**config.mk**
```make
export PLATFORM = sky130hd
export DESIGN_NAME = spi_mem_master
export DESIGN_NICKNAME = d
export VERILOG_FILES = /design/src/rtl/spi_mem_pkg.sv /design/src/rtl/spi_sclk_gen.sv /design/src/rtl/spi_mem_master.sv
export SDC_FILE = /design/constraint.sdc
export NUM_CORES = 1
export LEC_CHECK = 0
export ABC_AREA = 1
export CAP_MARGIN = 20
export CORE_MARGIN = 2
export CORE_UTILIZATION = 60
export CTS_BUF_LIST = sky130_fd_sc_hd__clkbuf_4 sky130_fd_sc_hd__clkbuf_8
export DETAILED_ROUTE_END_ITERATION = 6
export GPL_TIMING_DRIVEN = 0
export PLACE_DENSITY = 0.88
export SYNTH_ARGS = -nofsm -noshare
export SYNTH_HDL_FRONTEND = slang
export SYNTH_SLANG_ARGS = --single-unit
```
**constraint.sdc**
```tcl
create_clock -name clk_i -period 2.9 [get_ports clk_i]
set_clock_uncertainty 0.15 [all_clocks]
set_input_delay 0.435 -clock clk_i [delete_from_list [all_inputs] [get_ports clk_i]]
set_output_delay 0.435 -clock clk_i [all_outputs]
set_load 0.01 [all_outputs]
```
**src/rtl/spi_mem_pkg.sv**
```systemverilog
// Shared constants and FSM state type for the SPI memory master.
package spi_mem_pkg;

    localparam logic [7:0] CMD_WR     = 8'h02;
    localparam logic [7:0] CMD_RD     = 8'h0B;
    localparam int         CMD_BITS   = 8;
    localparam int         ADDR_BITS  = 32;
    localparam int         DATA_BITS  = 32;
    localparam int         FRAME_BITS = CMD_BITS + ADDR_BITS + DATA_BITS;

    typedef enum logic [2:0] {
        IDLE,
        CMD,
        ADDR,
        DUMMY,
        RDATA,
        WDATA,
        GAP
    } state_t;

endpackage

```
**src/rtl/spi_sclk_gen.sv**
```systemverilog
// SPI mode-0 clock generator: SCLK idles low while disabled, each level lasts
// CLK_DIV clk_i cycles. rise_o/fall_o are high in the cycle whose closing
// clk_i edge makes SCLK rise/fall, so consumers act on that same edge.
module spi_sclk_gen #(
    parameter int CLK_DIV = 2
) (
    input  logic clk_i,
    input  logic rst_i,
    input  logic en_i,
    output logic sclk_o,
    output logic rise_o,
    output logic fall_o
);

    logic [7:0] div_cnt;
    logic       tick;

    assign tick   = en_i && (div_cnt == 8'(CLK_DIV - 1));
    assign rise_o = tick && !sclk_o;
    assign fall_o = tick && sclk_o;

    // Half-period counter; disabling the generator parks SCLK low and restarts the count.
    always_ff @(posedge clk_i) begin
        if (rst_i || !en_i) begin
            div_cnt <= '0;
            sclk_o  <= 1'b0;
        end else if (tick) begin
            div_cnt <= '0;
            sclk_o  <= ~sclk_o;
        end else begin
            div_cnt <= div_cnt + 8'd1;
        end
    end

endmodule

```
**src/rtl/spi_mem_master.sv**
```systemverilog
// SPI memory master: one 32-bit read (0x0B + dummy cycles) or write (0x02)
// per request. Handshake: a request transfers on a clk_i edge where
// req_valid_i and req_ready_o are both 1; req_ready_o is high only in IDLE and
// never looks at req_valid_i. rsp_valid_o pulses once per completed frame.
module spi_mem_master
    import spi_mem_pkg::*;
#(
    parameter int CLK_DIV      = 2,
    parameter int DUMMY_CYCLES = 32,
    parameter int CS_GAP       = 4
) (
    input  logic        clk_i,
    input  logic        rst_i,
    input  logic        req_valid_i,
    output logic        req_ready_o,
    input  logic        req_we_i,
    input  logic [31:0] req_addr_i,
    input  logic [31:0] req_wdata_i,
    output logic        rsp_valid_o,
    output logic [31:0] rsp_rdata_o,
    output logic        spi_sclk_o,
    output logic        spi_cs_o,
    output logic        spi_sdo_o,
    input  logic        spi_sdi_i,
    output state_t      dbg_state_o
);

    localparam logic [7:0] CMD_LAST   = 8'(CMD_BITS - 1);
    localparam logic [7:0] ADDR_LAST  = 8'(ADDR_BITS - 1);
    localparam logic [7:0] DATA_LAST  = 8'(DATA_BITS - 1);
    localparam logic [7:0] DUMMY_LAST = 8'(DUMMY_CYCLES - 1);
    localparam logic [7:0] GAP_LAST   = 8'(CS_GAP - 1);

    state_t                state, state_n;
    logic [7:0]            bit_cnt, bit_cnt_n;
    logic                  cs_q;
    logic                  we_q;
    logic [FRAME_BITS-1:0] tx_shreg;
    logic [DATA_BITS-1:0]  rx_shreg;
    logic                  sclk_en, sclk_rise, sclk_fall;
    logic                  accept, frame_end;

    assign req_ready_o = (state == IDLE);
    assign accept      = req_valid_i && req_ready_o;
    assign frame_end   = (state != GAP) && (state_n == GAP);
    assign sclk_en     = (state != IDLE) && (state != GAP);
    assign spi_cs_o    = cs_q;
    // Shift register is zero outside the cmd/addr/wdata bits, so the MSB is 0 in DUMMY/RDATA/GAP.
    assign spi_sdo_o   = tx_shreg[FRAME_BITS-1];
    assign dbg_state_o = state;

    spi_sclk_gen #(.CLK_DIV(CLK_DIV)) u_sclk (
        .clk_i  (clk_i),
        .rst_i  (rst_i),
        .en_i   (sclk_en),
        .sclk_o (spi_sclk_o),
        .rise_o (sclk_rise),
        .fall_o (sclk_fall)
    );

    // State, phase counter and chip select; CS follows the next state so it moves on the same edge.
    always_ff @(posedge clk_i) begin
        if (rst_i) begin
            state   <= IDLE;
            bit_cnt <= '0;
            cs_q    <= 1'b1;
        end else begin
            state   <= state_n;
            bit_cnt <= bit_cnt_n;
            cs_q    <= (state_n == IDLE) || (state_n == GAP);
        end
    end

    // Next-state logic: bit phases advance on SCLK falling edges, GAP counts clk_i cycles.
    always_comb begin
        state_n   = state;
        bit_cnt_n = bit_cnt;
        case (state)
            IDLE: begin
                if (accept) begin
                    state_n   = CMD;
                    bit_cnt_n = '0;
                end
            end
            CMD: begin
                if (sclk_fall) begin
                    if (bit_cnt == CMD_LAST) begin
                        state_n   = ADDR;
                        bit_cnt_n = '0;
                    end else begin
                        bit_cnt_n = bit_cnt + 8'd1;
                    end
                end
            end
            ADDR: begin
                if (sclk_fall) begin
                    if (bit_cnt == ADDR_LAST) begin
                        bit_cnt_n = '0;
                        if (we_q)                    state_n = WDATA;
                        else if (DUMMY_CYCLES == 0)  state_n = RDATA;
                        else                         state_n = DUMMY;
                    end else begin
                        bit_cnt_n = bit_cnt + 8'd1;
                    end
                end
            end
            DUMMY: begin
                if (sclk_fall) begin
                    if (bit_cnt == DUMMY_LAST) begin
                        state_n   = RDATA;
                        bit_cnt_n = '0;
                    end else begin
                        bit_cnt_n = bit_cnt + 8'd1;
                    end
                end
            end
            WDATA, RDATA: begin
                if (sclk_fall) begin
                    if (bit_cnt == DATA_LAST) begin
                        state_n   = GAP;
                        bit_cnt_n = '0;
                    end else begin
                        bit_cnt_n = bit_cnt + 8'd1;
                    end
                end
            end
            GAP: begin
                if (bit_cnt == GAP_LAST) begin
                    state_n   = IDLE;
                    bit_cnt_n = '0;
                end else begin
                    bit_cnt_n = bit_cnt + 8'd1;
                end
            end
            default: begin
                state_n   = IDLE;
                bit_cnt_n = '0;
            end
        endcase
    end

    // Datapath: latch the request, shift MOSI on falls, shift MISO on rises, publish the response.
    always_ff @(posedge clk_i) begin
        if (rst_i) begin
            we_q        <= 1'b0;
            tx_shreg    <= '0;
            rx_shreg    <= '0;
            rsp_valid_o <= 1'b0;
            rsp_rdata_o <= '0;
        end else begin
            rsp_valid_o <= 1'b0;
            if (accept) begin
                we_q     <= req_we_i;
                tx_shreg <= {(req_we_i ? CMD_WR : CMD_RD), req_addr_i,
                             (req_we_i ? req_wdata_i : {DATA_BITS{1'b0}})};
            end else if (sclk_fall) begin
                tx_shreg <= {tx_shreg[FRAME_BITS-2:0], 1'b0};
            end
            if (sclk_rise && (state == RDATA)) begin
                rx_shreg <= {rx_shreg[DATA_BITS-2:0], spi_sdi_i};
            end
            if (frame_end) begin
                rsp_valid_o <= 1'b1;
                if (!we_q) begin
                    rsp_rdata_o <= rx_shreg;
                end
            end
        end
    end

endmodule

```
==> impl_results.md <==
- Global placement routability congestion: roughly 0.93
- WP data arrival: between 2 and 3 ns
- Antenna diode count: 0
- Max cap viols: 0
- Final Hold Violating Endpoints: 0
- Critical path type: register to register
- DP HPWL: about 11000 um
- Fraction of layout cells with a size suffix above 1: under 10%
- Hold Path End: tx_shreg[1]
- Slowest cell delay on critical path: 0.41 ns
- GRT Total Usage: 26.7%
- FF-to-FF path depth: 12
- 1st-iter DRT viols: slightly below 600
- Avg WL per Cell: between 10 and 15 um
- Routed WL: roughly 16000 um
- Hold Path Stages: 3
- Nets: between 1000 and 1500
- Worst-path clk slew: roughly 0.090 ns
- R2r setup slk: 0.52 ns
- DIE HEIGHT: around 110 um
- Post-place setup slack: around 0.43 ns
- DR DRC count: 5
- Initial antenna violation count: 0
- Yosys reg bits: around 160
- Achievable frequency: approximately 420 MHz
- Synthesized area: ~0.0068 sq mm
- Cells after Synth: slightly below 900
- Total setup buffers inserted after CTS: 0
- Core ar.: 0.0109 sq mm
- Num rows: 38
- Register area share after synthesis: a little under half
- TritonCTS Buffers: 17
- Yosys cell types: 33
- Critical Path, Cell by Cell: ha_1, nand2_1, inv_2, nand2_2, nor2_4, nand4_2, nand2_2, nand3_2, inv_2, buf_4, nand2_1, a21oi_1
- Pwr Total: roughly 4500 uW
- First-pass GRT wire length: 25600 um
- R2r endpoint: rsp_rdata_o[11]
- CTS Hold Bufs: 0
- Clk sink count: roughly 160
- Drt first pass iters: 7
- Worst VDD drop: 0.444 mV
- Grt total ovfl: 0
- Fill cell count: between 800 and 900
- Die span in x: approximately 110 um
- Setup TNS: 0 ns
- Worst-Margin Slew: around 0.61 ns
- CTS Buffer Depth: 2
- Commonest non-fill, non-tap cell in the layout: nand2_1
- Mapped Avg Cell Area: 7.58 sq um
- Worst Setup End Kind: register
- CTS root buf: clkbuf_8
- IO buf count: roughly 110
- Power density cells: 540 mW/mm^2
- Final Setup Violations: 0
- Clk_lat worst skew: between 0.4 and 0.5 ns
- Leak pwr: 0.00305 uW
- Full die area: roughly 0.012 sq mm
- Pin count of the biggest net entering global routing: 17
- Synthesized Nets: ~960
- Rel. slew slack: 59.6%
- Hold WC Path Type: input port to register
- Vias per cell: ~5.6
- Critical Path Start Type: register
- Crit path time final: between 2 and 2.5 ns
- Failing checks: DRC
- Most frequent cells in the layout: 222 x nand2_1, 159 x dfxtp_1, 106 x clkdlybuf4s50_1
- Resized Gates After CTS: 0
- Reg2reg start: bit_cnt[1]
- Status: finished, violations left
- Worst Setup Slack, final: 0.519 ns
- CP required: roughly 3.1 ns
- CTS tree: built
- YS warnings: 0
- Vias in the first global route: about 5700
- Via count: ~6500
- Detail Route Antenna Nets: 0
- Area grow syn2layout: 24.4%
- Cell with the largest stage delay on the worst path: dfxtp_1
- Final period util: between 80 and 90%
- H-tree Lvls: 4
- Crit-path max FO: 10
- Max-slew violation count: 0
- RSZ-0062 raised after global routing: no
- Hold wc startpoint: req_we_i
- Initial Util: between 60 and 70%
- Ports: 109
-- kinds of logic after synthesis --
| group | Yosys count | share of synthesized area, % |
|---|---|---|
| simple gates | 391 | 23.9 |
| compound gates | 208 | 20.3 |
| flops | 159 | 47.1 |
| buf+inv | 130 | 8.04 |
| fa+ha+maj | 3 | 0.556 |
| xor+xnor | 1 | 0.130 |
-- Yosys cell counts, drive strengths merged --
cell	n	area share (%)
nand2	226	13
dfxtp	159	47
nor2	99	5.8
a21oi	82	6.1
inv	69	3.8
a311oi	63	9.1
nand3	53	4.1
o21ai	50	3.8
buf	31	2.5
clkbuf	30	1.7
a31oi	7	0.65
nand4	5	0.65
ha	3	0.56
nor3	3	0.22
nor3b	3	0.33
o211ai	2	0.22
o21bai	2	0.22
a31o	1	0.13
and3	1	0.093
o31ai	1	0.11
or2	1	0.093
xor2	1	0.13
-- worst max-delay path, delay by kind of cell (launching register included) --
family | cells | cell delay [ns]
simple gates | 7 | 0.88
fa+ha+maj | 1 | 0.27
buf+inv | 3 | 0.44
compound gates | 1 | 0.13
flops | 1 | 0.41
-- cell type report --
| type | count | area [sq um] | share of cell area, % |
|---|---|---|---|
| clock buffers | 21 | 277 | 3.29 |
| flip-flops and latches | 159 | 3180 | 37.9 |
| clock inverters | 10 | 136 | 1.62 |
| inverters | 69 | 259 | 3.08 |
| repair buffers | 106 | 1060 | 12.6 |
| plain buffers | 61 | 284 | 3.38 |
| well taps | 140 | 175 | 2.08 |
| multi-input cells | 603 | 3030 | 36.1 |
-- flip-flops by register name (all words and copies together), names as in the netlist --
register,flops
rx_shreg,32
rsp_valid_o,1
u_sclk.sclk_o,1
rsp_rdata_o,32
dbg_state_o,3
bit_cnt,8
u_sclk.div_cnt,8
we_q,1
tx_shreg,72
spi_cs_o,1
-- worst max path at each step --
stage                        start              end  slack (ns)
floorplan           dbg_state_o[0]      rx_shreg[4]        1.03
CTS                     bit_cnt[1]   rsp_rdata_o[2]        0.57
finish                  bit_cnt[1]  rsp_rdata_o[11]        0.52
detailed placement     req_valid_i     tx_shreg[25]        0.43
global placement       req_valid_i     tx_shreg[17]        0.48
global route            bit_cnt[1]   rsp_rdata_o[5]        0.33
-- per-stage QoR --
stage	utilization, %	cell area [sq um]	hold WS (ns)	instances
floorplan	-	6760	0.274	892
global placement	73.1	7990	0.287	1138
global route	76.9	8410	0.306	1169
CTS	76.9	8410	0.279	1169
finish	76.9	8410	0.289	1169
detailed placement	73.1	7990	0.291	1138
-- power by group --
group / leakage [uW] / switching (uW) / internal, uW
clock network: 0.000205 / 805 / 909
logic: 0.00155 / 286 / 219
registers: 0.00130 / 48.5 / 2270
total: 0.00305 / 1140 / 3400
-- per-layer routing --
metal	global-route usage [%]	up-vias	part of all wire (%)
met5	0	-	0
met4	9.55	0	1.7
met2	42.5	228	46
li1	-	3246	-
met3	6.06	32	6.3
met1	35.7	2985	46
Note: power is estimated with default switching activity, not from simulation.
